File: src/rtl/sc_multichannel_timer_if.sv
// ---------------------------------------------------------------------------
// sc_multichannel_timer_if
//   Bundles the load bus, global enable and per-channel status of the
//   multi-channel timer so controller and timer connect through one port.
//
//   Signals
//     SC_TIMER_LOAD_InLow     active-low load strobe, sampled on the clock edge
//     SC_TIMER_SEL_InBUS      channel addressed by load and by count readback
//     SC_TIMER_MODE_InHigh    mode loaded with the limit: 1=periodic, 0=one-shot
//     SC_TIMER_data_InBUS     limit value to load
//     SC_TIMER_EN_InHigh      global count enable shared by all channels
//     SC_TIMER_signal_OutLow  per-channel terminal pulse, registered, active low
//     SC_TIMER_busy_OutBUS    per-channel running flag, registered
//     SC_TIMER_count_OutBUS   count of the selected channel (combinational)
//
//   Handshake: there is no valid/ready pair. A load is a single-edge command:
//   when SC_TIMER_LOAD_InLow is 0 at a rising clock edge the addressed
//   channel takes the bus values on that edge, unconditionally, with no
//   back-pressure. Holding the strobe low reloads on every edge.
//
//   Modports
//     master  controller side (drives load bus and enable, reads status)
//     slave   timer side
// ---------------------------------------------------------------------------
interface sc_multichannel_timer_if #(
  parameter int COUNTER_DATAWIDTH = 8,
  parameter int COUNTER_CHANNELS  = 4,
  parameter int SEL_WIDTH         = 2
);
  logic                         SC_TIMER_LOAD_InLow;
  logic [SEL_WIDTH-1:0]         SC_TIMER_SEL_InBUS;
  logic                         SC_TIMER_MODE_InHigh;
  logic [COUNTER_DATAWIDTH-1:0] SC_TIMER_data_InBUS;
  logic                         SC_TIMER_EN_InHigh;
  logic [COUNTER_CHANNELS-1:0]  SC_TIMER_signal_OutLow;
  logic [COUNTER_CHANNELS-1:0]  SC_TIMER_busy_OutBUS;
  logic [COUNTER_DATAWIDTH-1:0] SC_TIMER_count_OutBUS;

  modport master (
    output SC_TIMER_LOAD_InLow,
    output SC_TIMER_SEL_InBUS,
    output SC_TIMER_MODE_InHigh,
    output SC_TIMER_data_InBUS,
    output SC_TIMER_EN_InHigh,
    input  SC_TIMER_signal_OutLow,
    input  SC_TIMER_busy_OutBUS,
    input  SC_TIMER_count_OutBUS
  );

  modport slave (
    input  SC_TIMER_LOAD_InLow,
    input  SC_TIMER_SEL_InBUS,
    input  SC_TIMER_MODE_InHigh,
    input  SC_TIMER_data_InBUS,
    input  SC_TIMER_EN_InHigh,
    output SC_TIMER_signal_OutLow,
    output SC_TIMER_busy_OutBUS,
    output SC_TIMER_count_OutBUS
  );
endinterface

File: src/rtl/sc_multichannel_timer.sv
// ---------------------------------------------------------------------------
// sc_multichannel_timer
//   N independent programmable timers sharing one load bus. Each channel
//   raises a one-cycle active-low pulse every LIMIT enabled clocks, either
//   once (one-shot) or repeatedly (periodic). A global enable pauses every
//   channel without losing its count.
//
//   Parameters
//     COUNTER_DATAWIDTH  width of limit/count registers and data/count buses
//     COUNTER_CHANNELS   number of channels, 1..16
//     SEL_WIDTH          channel select width, 2**SEL_WIDTH >= COUNTER_CHANNELS
//
//   Ports
//     SC_TIMER_CLOCK_50      system clock, all state on rising edge
//     SC_TIMER_RESET_InHigh  asynchronous active-high reset
//     tmr                    load bus / enable / status (see interface file)
//
//   Per-channel state is limit, count, mode and running; the terminal pulse
//   has its own register so the output is glitch-free. The running vector
//   is the channel state and is visible directly on SC_TIMER_busy_OutBUS.
// ---------------------------------------------------------------------------
module sc_multichannel_timer #(
  parameter int COUNTER_DATAWIDTH = 8,
  parameter int COUNTER_CHANNELS  = 4,
  parameter int SEL_WIDTH         = 2
) (
  input  logic                   SC_TIMER_CLOCK_50,
  input  logic                   SC_TIMER_RESET_InHigh,
  sc_multichannel_timer_if.slave tmr
);

  localparam int W = COUNTER_DATAWIDTH;
  localparam int N = COUNTER_CHANNELS;
  localparam logic [W-1:0] ONE = W'(1);

  // Registered state
  logic [W-1:0] limit_r   [N];
  logic [W-1:0] count_r   [N];
  logic [N-1:0] mode_r;
  logic [N-1:0] running_r;
  logic [N-1:0] signal_r;

  // Next-state values
  logic [W-1:0] limit_n   [N];
  logic [W-1:0] count_n   [N];
  logic [N-1:0] mode_n;
  logic [N-1:0] running_n;
  logic [N-1:0] signal_n;

  // Decoded per-channel events
  logic [N-1:0] load_hit;
  logic [N-1:0] terminal;
  logic [W-1:0] count_mux;

  // A select value at or beyond N matches no channel, so such a load is
  // silently dropped without any extra guard.
  always_comb begin
    load_hit = '0;
    for (int c = 0; c < N; c++) begin
      load_hit[c] = !tmr.SC_TIMER_LOAD_InLow &&
                    (int'(tmr.SC_TIMER_SEL_InBUS) == c);
    end
  end

  // Terminal event: last enabled cycle of the period. limit-1 only matters
  // while running, and running is never set with limit 0, so the wrap of
  // 0-1 is harmless.
  always_comb begin
    terminal = '0;
    for (int c = 0; c < N; c++) begin
      terminal[c] = running_r[c] && tmr.SC_TIMER_EN_InHigh &&
                    (count_r[c] == (limit_r[c] - ONE));
    end
  end

  // Next-state: load has priority over a terminal event on the same channel,
  // so reloading on the terminal cycle suppresses that pulse.
  always_comb begin
    limit_n   = limit_r;
    count_n   = count_r;
    mode_n    = mode_r;
    running_n = running_r;
    signal_n  = '1;
    for (int c = 0; c < N; c++) begin
      if (load_hit[c]) begin
        limit_n[c]   = tmr.SC_TIMER_data_InBUS;
        mode_n[c]    = tmr.SC_TIMER_MODE_InHigh;
        count_n[c]   = '0;
        running_n[c] = (tmr.SC_TIMER_data_InBUS != '0);
      end else if (terminal[c]) begin
        count_n[c]  = '0;
        signal_n[c] = 1'b0;
        if (!mode_r[c]) begin
          running_n[c] = 1'b0;
        end
      end else if (running_r[c] && tmr.SC_TIMER_EN_InHigh) begin
        count_n[c] = count_r[c] + ONE;
      end
    end
  end

  always_ff @(posedge SC_TIMER_CLOCK_50 or posedge SC_TIMER_RESET_InHigh) begin
    if (SC_TIMER_RESET_InHigh) begin
      for (int c = 0; c < N; c++) begin
        limit_r[c] <= '0;
        count_r[c] <= '0;
      end
      mode_r    <= '0;
      running_r <= '0;
      signal_r  <= '1;
    end else begin
      for (int c = 0; c < N; c++) begin
        limit_r[c] <= limit_n[c];
        count_r[c] <= count_n[c];
      end
      mode_r    <= mode_n;
      running_r <= running_n;
      signal_r  <= signal_n;
    end
  end

  // Count readback: out-of-range select matches nothing and reads 0.
  always_comb begin
    count_mux = '0;
    for (int c = 0; c < N; c++) begin
      if (int'(tmr.SC_TIMER_SEL_InBUS) == c) begin
        count_mux = count_r[c];
      end
    end
  end

  assign tmr.SC_TIMER_signal_OutLow = signal_r;
  assign tmr.SC_TIMER_busy_OutBUS   = running_r;
  assign tmr.SC_TIMER_count_OutBUS  = count_mux;

endmodule

File: src/flat_wrapper.sv
// flat-port wrapper written by rule: the top's interface ports become plain ports
module sc_multichannel_timer_flat 
#(
  parameter int COUNTER_DATAWIDTH = 8,
  parameter int COUNTER_CHANNELS  = 4,
  parameter int SEL_WIDTH         = 2
)
  (SC_TIMER_CLOCK_50, SC_TIMER_RESET_InHigh, tmr_SC_TIMER_LOAD_InLow, tmr_SC_TIMER_SEL_InBUS, tmr_SC_TIMER_MODE_InHigh, tmr_SC_TIMER_data_InBUS, tmr_SC_TIMER_EN_InHigh, tmr_SC_TIMER_signal_OutLow, tmr_SC_TIMER_busy_OutBUS, tmr_SC_TIMER_count_OutBUS);
  sc_multichannel_timer_if #(.COUNTER_DATAWIDTH(COUNTER_DATAWIDTH), .COUNTER_CHANNELS(COUNTER_CHANNELS), .SEL_WIDTH(SEL_WIDTH)) tmr_i ();
  input  logic SC_TIMER_CLOCK_50;
  input  logic SC_TIMER_RESET_InHigh;
  input wire logic [$bits(tmr_i.SC_TIMER_LOAD_InLow)-1:0] tmr_SC_TIMER_LOAD_InLow;
  input wire logic [$bits(tmr_i.SC_TIMER_SEL_InBUS)-1:0] tmr_SC_TIMER_SEL_InBUS;
  input wire logic [$bits(tmr_i.SC_TIMER_MODE_InHigh)-1:0] tmr_SC_TIMER_MODE_InHigh;
  input wire logic [$bits(tmr_i.SC_TIMER_data_InBUS)-1:0] tmr_SC_TIMER_data_InBUS;
  input wire logic [$bits(tmr_i.SC_TIMER_EN_InHigh)-1:0] tmr_SC_TIMER_EN_InHigh;
  output wire logic [$bits(tmr_i.SC_TIMER_signal_OutLow)-1:0] tmr_SC_TIMER_signal_OutLow;
  output wire logic [$bits(tmr_i.SC_TIMER_busy_OutBUS)-1:0] tmr_SC_TIMER_busy_OutBUS;
  output wire logic [$bits(tmr_i.SC_TIMER_count_OutBUS)-1:0] tmr_SC_TIMER_count_OutBUS;
  assign tmr_i.SC_TIMER_LOAD_InLow = tmr_SC_TIMER_LOAD_InLow;
  assign tmr_i.SC_TIMER_SEL_InBUS = tmr_SC_TIMER_SEL_InBUS;
  assign tmr_i.SC_TIMER_MODE_InHigh = tmr_SC_TIMER_MODE_InHigh;
  assign tmr_i.SC_TIMER_data_InBUS = tmr_SC_TIMER_data_InBUS;
  assign tmr_i.SC_TIMER_EN_InHigh = tmr_SC_TIMER_EN_InHigh;
  assign tmr_SC_TIMER_signal_OutLow = tmr_i.SC_TIMER_signal_OutLow;
  assign tmr_SC_TIMER_busy_OutBUS = tmr_i.SC_TIMER_busy_OutBUS;
  assign tmr_SC_TIMER_count_OutBUS = tmr_i.SC_TIMER_count_OutBUS;
  sc_multichannel_timer #(.COUNTER_DATAWIDTH(COUNTER_DATAWIDTH), .COUNTER_CHANNELS(COUNTER_CHANNELS), .SEL_WIDTH(SEL_WIDTH)) u_core (.SC_TIMER_CLOCK_50(SC_TIMER_CLOCK_50), .SC_TIMER_RESET_InHigh(SC_TIMER_RESET_InHigh), .tmr(tmr_i));
endmodule
File: config.mk
export PLATFORM = sky130hd
export DESIGN_NAME = sc_multichannel_timer_flat
export DESIGN_NICKNAME = d
export VERILOG_FILES = /design/src/rtl/sc_multichannel_timer_if.sv /design/src/rtl/sc_multichannel_timer.sv /design/src/flat_wrapper.sv
export SDC_FILE = /design/constraint.sdc
export NUM_CORES = 1
export LEC_CHECK = 0
export ABC_AREA = 1
export ABC_CLOCK_PERIOD_IN_PS = 2200
export CORE_ASPECT_RATIO = 0.8
export CORE_UTILIZATION = 56
export CTS_BUF_LIST = sky130_fd_sc_hd__clkbuf_8
export CTS_CLUSTER_DIAMETER = 80
export DETAILED_ROUTE_END_ITERATION = 8
export PLACE_DENSITY = 0.84
export SLEW_MARGIN = 20
export SYNTH_ARGS = -nofsm -noshare
export SYNTH_HDL_FRONTEND = slang
export SYNTH_SLANG_ARGS = --single-unit
File: constraint.sdc
create_clock -name SC_TIMER_CLOCK_50 -period 2.2 [get_ports SC_TIMER_CLOCK_50]
set_input_delay 0.44 -clock SC_TIMER_CLOCK_50 [delete_from_list [all_inputs] [get_ports SC_TIMER_CLOCK_50]]
set_output_delay 0.44 -clock SC_TIMER_CLOCK_50 [all_outputs]
set_load 0.005 [all_outputs]
Yosys cells after proc, flatten, opt, wreduce, memory -nomap -nowiden
Index checks and enable logic that the tools add are counted.
{ "word_totals": {"inputBits": 15, "reg_bits": 76, "elab_cells": 99} }
{ "op_classes": {"reduce_logical": 27, "mux": 36, "eq_ne": 11, "add_sub_neg": 8} }
{ "op_table": {"columns": ["cell", "count"], "rows": [
  ["two-way mux 8 bit", 16],
  ["adder 8 x 1 -> 8 bit (second input constant)", 4],
  ["equality test 8 bit", 4],
  ["subtractor 8 x 1 -> 8 bit (second input constant)", 4],
  ["two-way mux 1 bit", 20],
  ["logical AND 1 bit", 12],
  ["nonzero test 3 bit", 4],
  ["inequality test 2 bit (second input constant)", 4],
  ["AND reduction 2 bit", 4],
  ["nonzero test 2 bit", 4],
  ["nonzero test 8 bit", 1],
  ["equality test 2 bit (second input constant)", 2],
  ["equality test 2 x 1 -> 1 bit (second input constant)", 1],
  ["logical NOT 2 bit", 1],
  ["logical NOT 1 bit", 1]
]} }

Longest topological paths before layout
{ "depth": {"depth_word": 5, "mapped_depth": 15} }

Worst setup path after synthesis
OpenSTA, ideal clock, no wires.
{ "synth_path": {"path_kind": "register to register", "start": "register u_core.limit_r[16] in the netlist's numbering", "end": "register u_core.running_r[1] (netlist: u_core.tmr.SC_TIMER_busy_OutBUS[1])", "setup_ns": 0.117, "t_arrival_ns": 1.568, "stages_incl_launch_ff": 16, "n_path_buf": 0, "path_slack_ns": 0.515, "synth_period_minus_slack_ns": 1.685, "path_cell_list": "dfrtp_1 > inv_1 > ha_1 > nand2_1 > nor2_2 > nand2_1 > nand2_1 > nand2_1 > nand2_1 > nand2_1 > nor2_4 > nand2_4 > nand2_4 > nand2_2 > nand2_1 > nand2_1"} }
{ "synth_via": {"elab_chain_cells": 5} }
{ "synth_rtl": {"columns": ["item", "line", "text"], "rows": [
  ["start, declared", "sc_multichannel_timer.sv:37", "logic [W-1:0] limit_r [N];"],
  ["start signal, assigned by index", "sc_multichannel_timer.sv:113", "limit_r[c] <= limit_n[c];"],
  ["subtractor 8 x 1 -> 8 bit", "sc_multichannel_timer.sv:72", "(count_r[c] == (limit_r[c] - ONE));"],
  ["equality test 8 bit", "sc_multichannel_timer.sv:72", null],
  ["logical AND 1 bit", "sc_multichannel_timer.sv:71", "terminal[c] = running_r[c] && tmr.SC_TIMER_EN_InHigh &&"],
  ["nonzero test 2 bit (no line)", null, null],
  ["AND reduction 2 bit (no line)", null, null],
  ["end signal, assigned", "sc_multichannel_timer.sv:117", "running_r <= running_n;"],
  ["end, declared", "sc_multichannel_timer.sv:40", "logic [N-1:0] running_r;"]
]} }
Every way passes these cells.
A chain may end at the register's enable or synchronous reset.

Final worst setup path
{ "layout_path": {"start": "register u_core.count_r[25] in the netlist's numbering", "end": "output tmr_SC_TIMER_count_OutBUS[1]"} }
{ "layout_via": {"elab_chain_cells": 4} }
{ "layout_rtl": {"columns": ["item", "line", "text"], "rows": [
  ["start, declared", "sc_multichannel_timer.sv:38", "logic [W-1:0] count_r [N];"],
  ["start signal, assigned by index", "sc_multichannel_timer.sv:114", "count_r[c] <= count_n[c];"],
  ["two-way mux 8 bit (4 in series)", "sc_multichannel_timer.sv:126", "if (int'(tmr.SC_TIMER_SEL_InBUS) == c) begin"],
  ["end, declared", "flat_wrapper.sv:19", "output wire logic [$bits(tmr_i.SC_TIMER_count_OutBUS)-1:0] tmr_SC_TIMER_count_OutBUS;"]
]} }
Every way passes these cells.

==> flow_summary.toml <==
[critical_path]
cp.required_ns = 1.76
crit_path_cell_trace = "inv_1 > o22ai_1 > a21oi_1 > nand2_1 > clkdlybuf4s50_1"
reg2regPathDepth = 15
crit_path_max_incr_delay_ns = 0.50
startpoint_type = "register"
critPathBufInv = 2
cpMaxStageDelayCell = "clkdlybuf4s50_1"
path_delay_family = "buffers and inverters"
crit_arrival_ns = 1.71
r2r_slack_ns = 0.20
crit_type = "reg -> out"
end_kind = "output pin"
r2r-start = "u_core.limit_r[16]$_DFFE_PP0P_"
r2r_end = "u_core.tmr.SC_TIMER_busy_OutBUS[1]$_DFFE_PP0P_"
worst-path-max-fanout = 3

[cts]
insertion_delay_ns = 0.37
htree_levels = 3
clock-sinks = 76
cts_inserted_buffers = 9
cts-root-buf = "clkbuf_8"
cts_tree = "yes"
clockBufferDepth = 2
clk_pin_slew_worst_paths_ns = 0.09

[die]
top_level_ports = 31
core.rowCount = 29
core-area_mm2 = 0.00806
die_h_um = 84.3
start_util_pct = 58.8
die_w_um = 105
die-area_mm2 = 0.00884

[global_route]
grt_remaining_overflow = 0
grt_max_degree = 77
grtUsageMet3_pct = 8.31
grt_antenna_before_repair = 0
grt_pass1_wl_mm = 21.6
grt_pass1_vias = 4499
grt_busiest_layer = "met2"
grt_util_met1_pct = 39.5
grtUsageTotal_pct = 31.2
met2_usage_pct = 50.8

[timing]
period_minus_slack_ns = 2.15
rsz0062_at_grt = "false"
max_slew_margin_pct = 72.6
setup_viol = 0
worst_slew_pin_slew_ns = 0.412
final_max_slew_viol_count = 0
hold_viol_final = 0
fin_skew_ns = 0.0163
fin_crit_sh_pct = 97.7
finalSetupTns_ns = 0
max_freq_mhz = 465

[power]
p_per_area_mw_per_mm2 = 938
cellLeakagePower_nw = 2.75
peakVddDrop_mv = 0.699

[drt]
antenna_left = 0
viasPerCell = 5.65
wirelength_mm = 13.2
drtIter0Drc = 331
drtPass1Iterations = 7
drc = 0
via_count = 4627
wl_per_cell_um = 16.1

[synth]
ys_seq_area_share_pct = 40.2
yosys_warnings = 0
synth_nets = 660
yosysUniqueCellTypes = 32
ys_top_cells_by_area = "dfrtp_1 38%, nand2_1 14%, nand3_1 6.0%, inv_1 5.6%, o21ai_0 5.2%"
ys_ff_latch = 76
netlist_area_mm2 = 0.00474
synthesis.instances = 637
avgSynthCellArea_um2 = 7.44
synth_top_area_share_pct = 38.0
yosysTopAreaCell = "dfrtp_1"

[cells_and_area]
layout_common_cells = "173 x nand2_1, 70 x dfrtp_1, 63 x inv_1, 57 x nand3_1, 48 x o21ai_0"
finish.utilization_pct = 70.3
nFillCells = 632
finalInstanceArea_mm2 = 0.00567
final_common_cell = "nand2_1"
nets = 729
diodes = 0
layout-drive-gt1-share_pct = 17.9
instances_no_fill = 819
syn2layout_area_growth_pct = 19.5

[min_path]
min_path_cells = 2
hp-start = "u_core.mode_r[3]$_DFFE_PP0P_"
min_to = "u_core.mode_r[3]$_DFFE_PP0P_"
hold_class = "reg -> reg"

[place]
hpwlAfterDp_mm = 9.63
io_buffers = 30
place_area_mm2 = 0.00539
dp.cells = 796
finalWeightedCongestion = 0.926

[flow_run]
cap_violations = 0

[run_status]
status = "completed"
[flip-flops by register name, summed over array words and instances (netlist names)]
name and count:
u_core.limit_r 32, u_core.tmr.SC_TIMER_signal_OutLow 4, u_core.mode_r 4, u_core.count_r 32, u_core.tmr.SC_TIMER_busy_OutBUS 4
[synthesized netlist by cell type]
library cell and instances:
dfstp_2 4, xnor3_1 1, or2_2 3, clkbuf_1 4, buf_4 2, buf_2 4
ha_1 8, nand3_1 57, xor2_1 21, o21ai_0 49, dfrtp_1 72, nor2_8 1
nor3_1 3, nand2_4 5, nor2_4 4, nand2_1 174, a221oi_1 2, nor2_1 42
nor2_2 16, nand3b_1 6, or2_0 1, o22ai_1 18, nand4_1 12, o21ai_1 7
inv_6 1, inv_2 8, nand2_2 12, nor4_1 2, inv_1 71, xnor2_1 12
a21oi_1 12, nand3_2 3
[layout make-up]
type	instances	area [um^2]	area share (%)
Clock buffer	9	124	2.19
Tap cell	108	135	2.39
Sequential cell	76	1910	33.7
Clock inverter	7	80.1	1.41
Inverter	80	309	5.45
Timing Repair Buffer	68	603	10.6
Multi-Input combinational cell	471	2500	44.2
[power breakdown]
| part | internal, mW | switching, mW | total [mW] | leakage [nW] |
|---|---|---|---|---|
| sequential | 1.72 | 0.410 | 2.13 | 0.953 |
| clock | 0.542 | 0.604 | 1.15 | 0.103 |
| combinational | 0.837 | 1.20 | 2.03 | 1.69 |
[worst min-delay path, stage by stage, from the launching register on]
cell and delay (ns):
dfrtp_1 0.33, nand2_1 0.06, o21ai_0 0.07
[per-layer routing]
metal	vias up	part of all wire [%]	wire length [um]
li1	2204	-	-
met1	2174	41	5450
met2	204	46	6090
met3	45	8.9	1170
met4	0	3.6	468
met5	-	0	0
[worst max-delay path by stage]
stage | start | endpoint | cells past startpoint
after floorplan | u_core.limit_r[16]$_DFFE_PP0P_ | u_core.tmr.SC_TIMER_busy_OutBUS[1]$_DFFE_PP0P_ | 15
after global placement | tmr_SC_TIMER_SEL_InBUS[1] | tmr_SC_TIMER_count_OutBUS[3] | 7
after detailed placement | tmr_SC_TIMER_SEL_InBUS[1] | tmr_SC_TIMER_count_OutBUS[6] | 7
after CTS | tmr_SC_TIMER_SEL_InBUS[0] | tmr_SC_TIMER_count_OutBUS[7] | 8
after global routing | u_core.count_r[17]$_DFFE_PP0P_ | tmr_SC_TIMER_count_OutBUS[1] | 5
final | u_core.count_r[25]$_DFFE_PP0P_ | tmr_SC_TIMER_count_OutBUS[1] | 5
[cell families (layout without fill, tap and decap cells)]
logic type      count (synthesis)  count (layout)  synth area share [%]
simple gates                  341             341                  33.7
flops                          76              76                  40.2
xor+xnor                       34              34                  6.57
fa+ha+maj                       8               8                  2.11
buf+inv                        90             164                  7.50
compound gates                 88              88                  9.93
[stage by stage]
step                power (mW)  hold WS, ns  worst slack [ns]
floorplan                 3.42        0.448             0.515
global placement          4.03        0.463            -0.260
detailed placement        4.12        0.479            -0.404
CTS                       5.27        0.502            0.0175
global route              5.65        0.527           0.00945
finish                    5.31        0.500            0.0503
[repair_timing]
action                     CTS  global route
setup endpoints to repair    8             4
hold buffers                 0             0
pin swaps                    1             1
gates resized for setup     22             8
buffers inserted             1             6
Note: power is estimated with default switching activity, not from simulation.
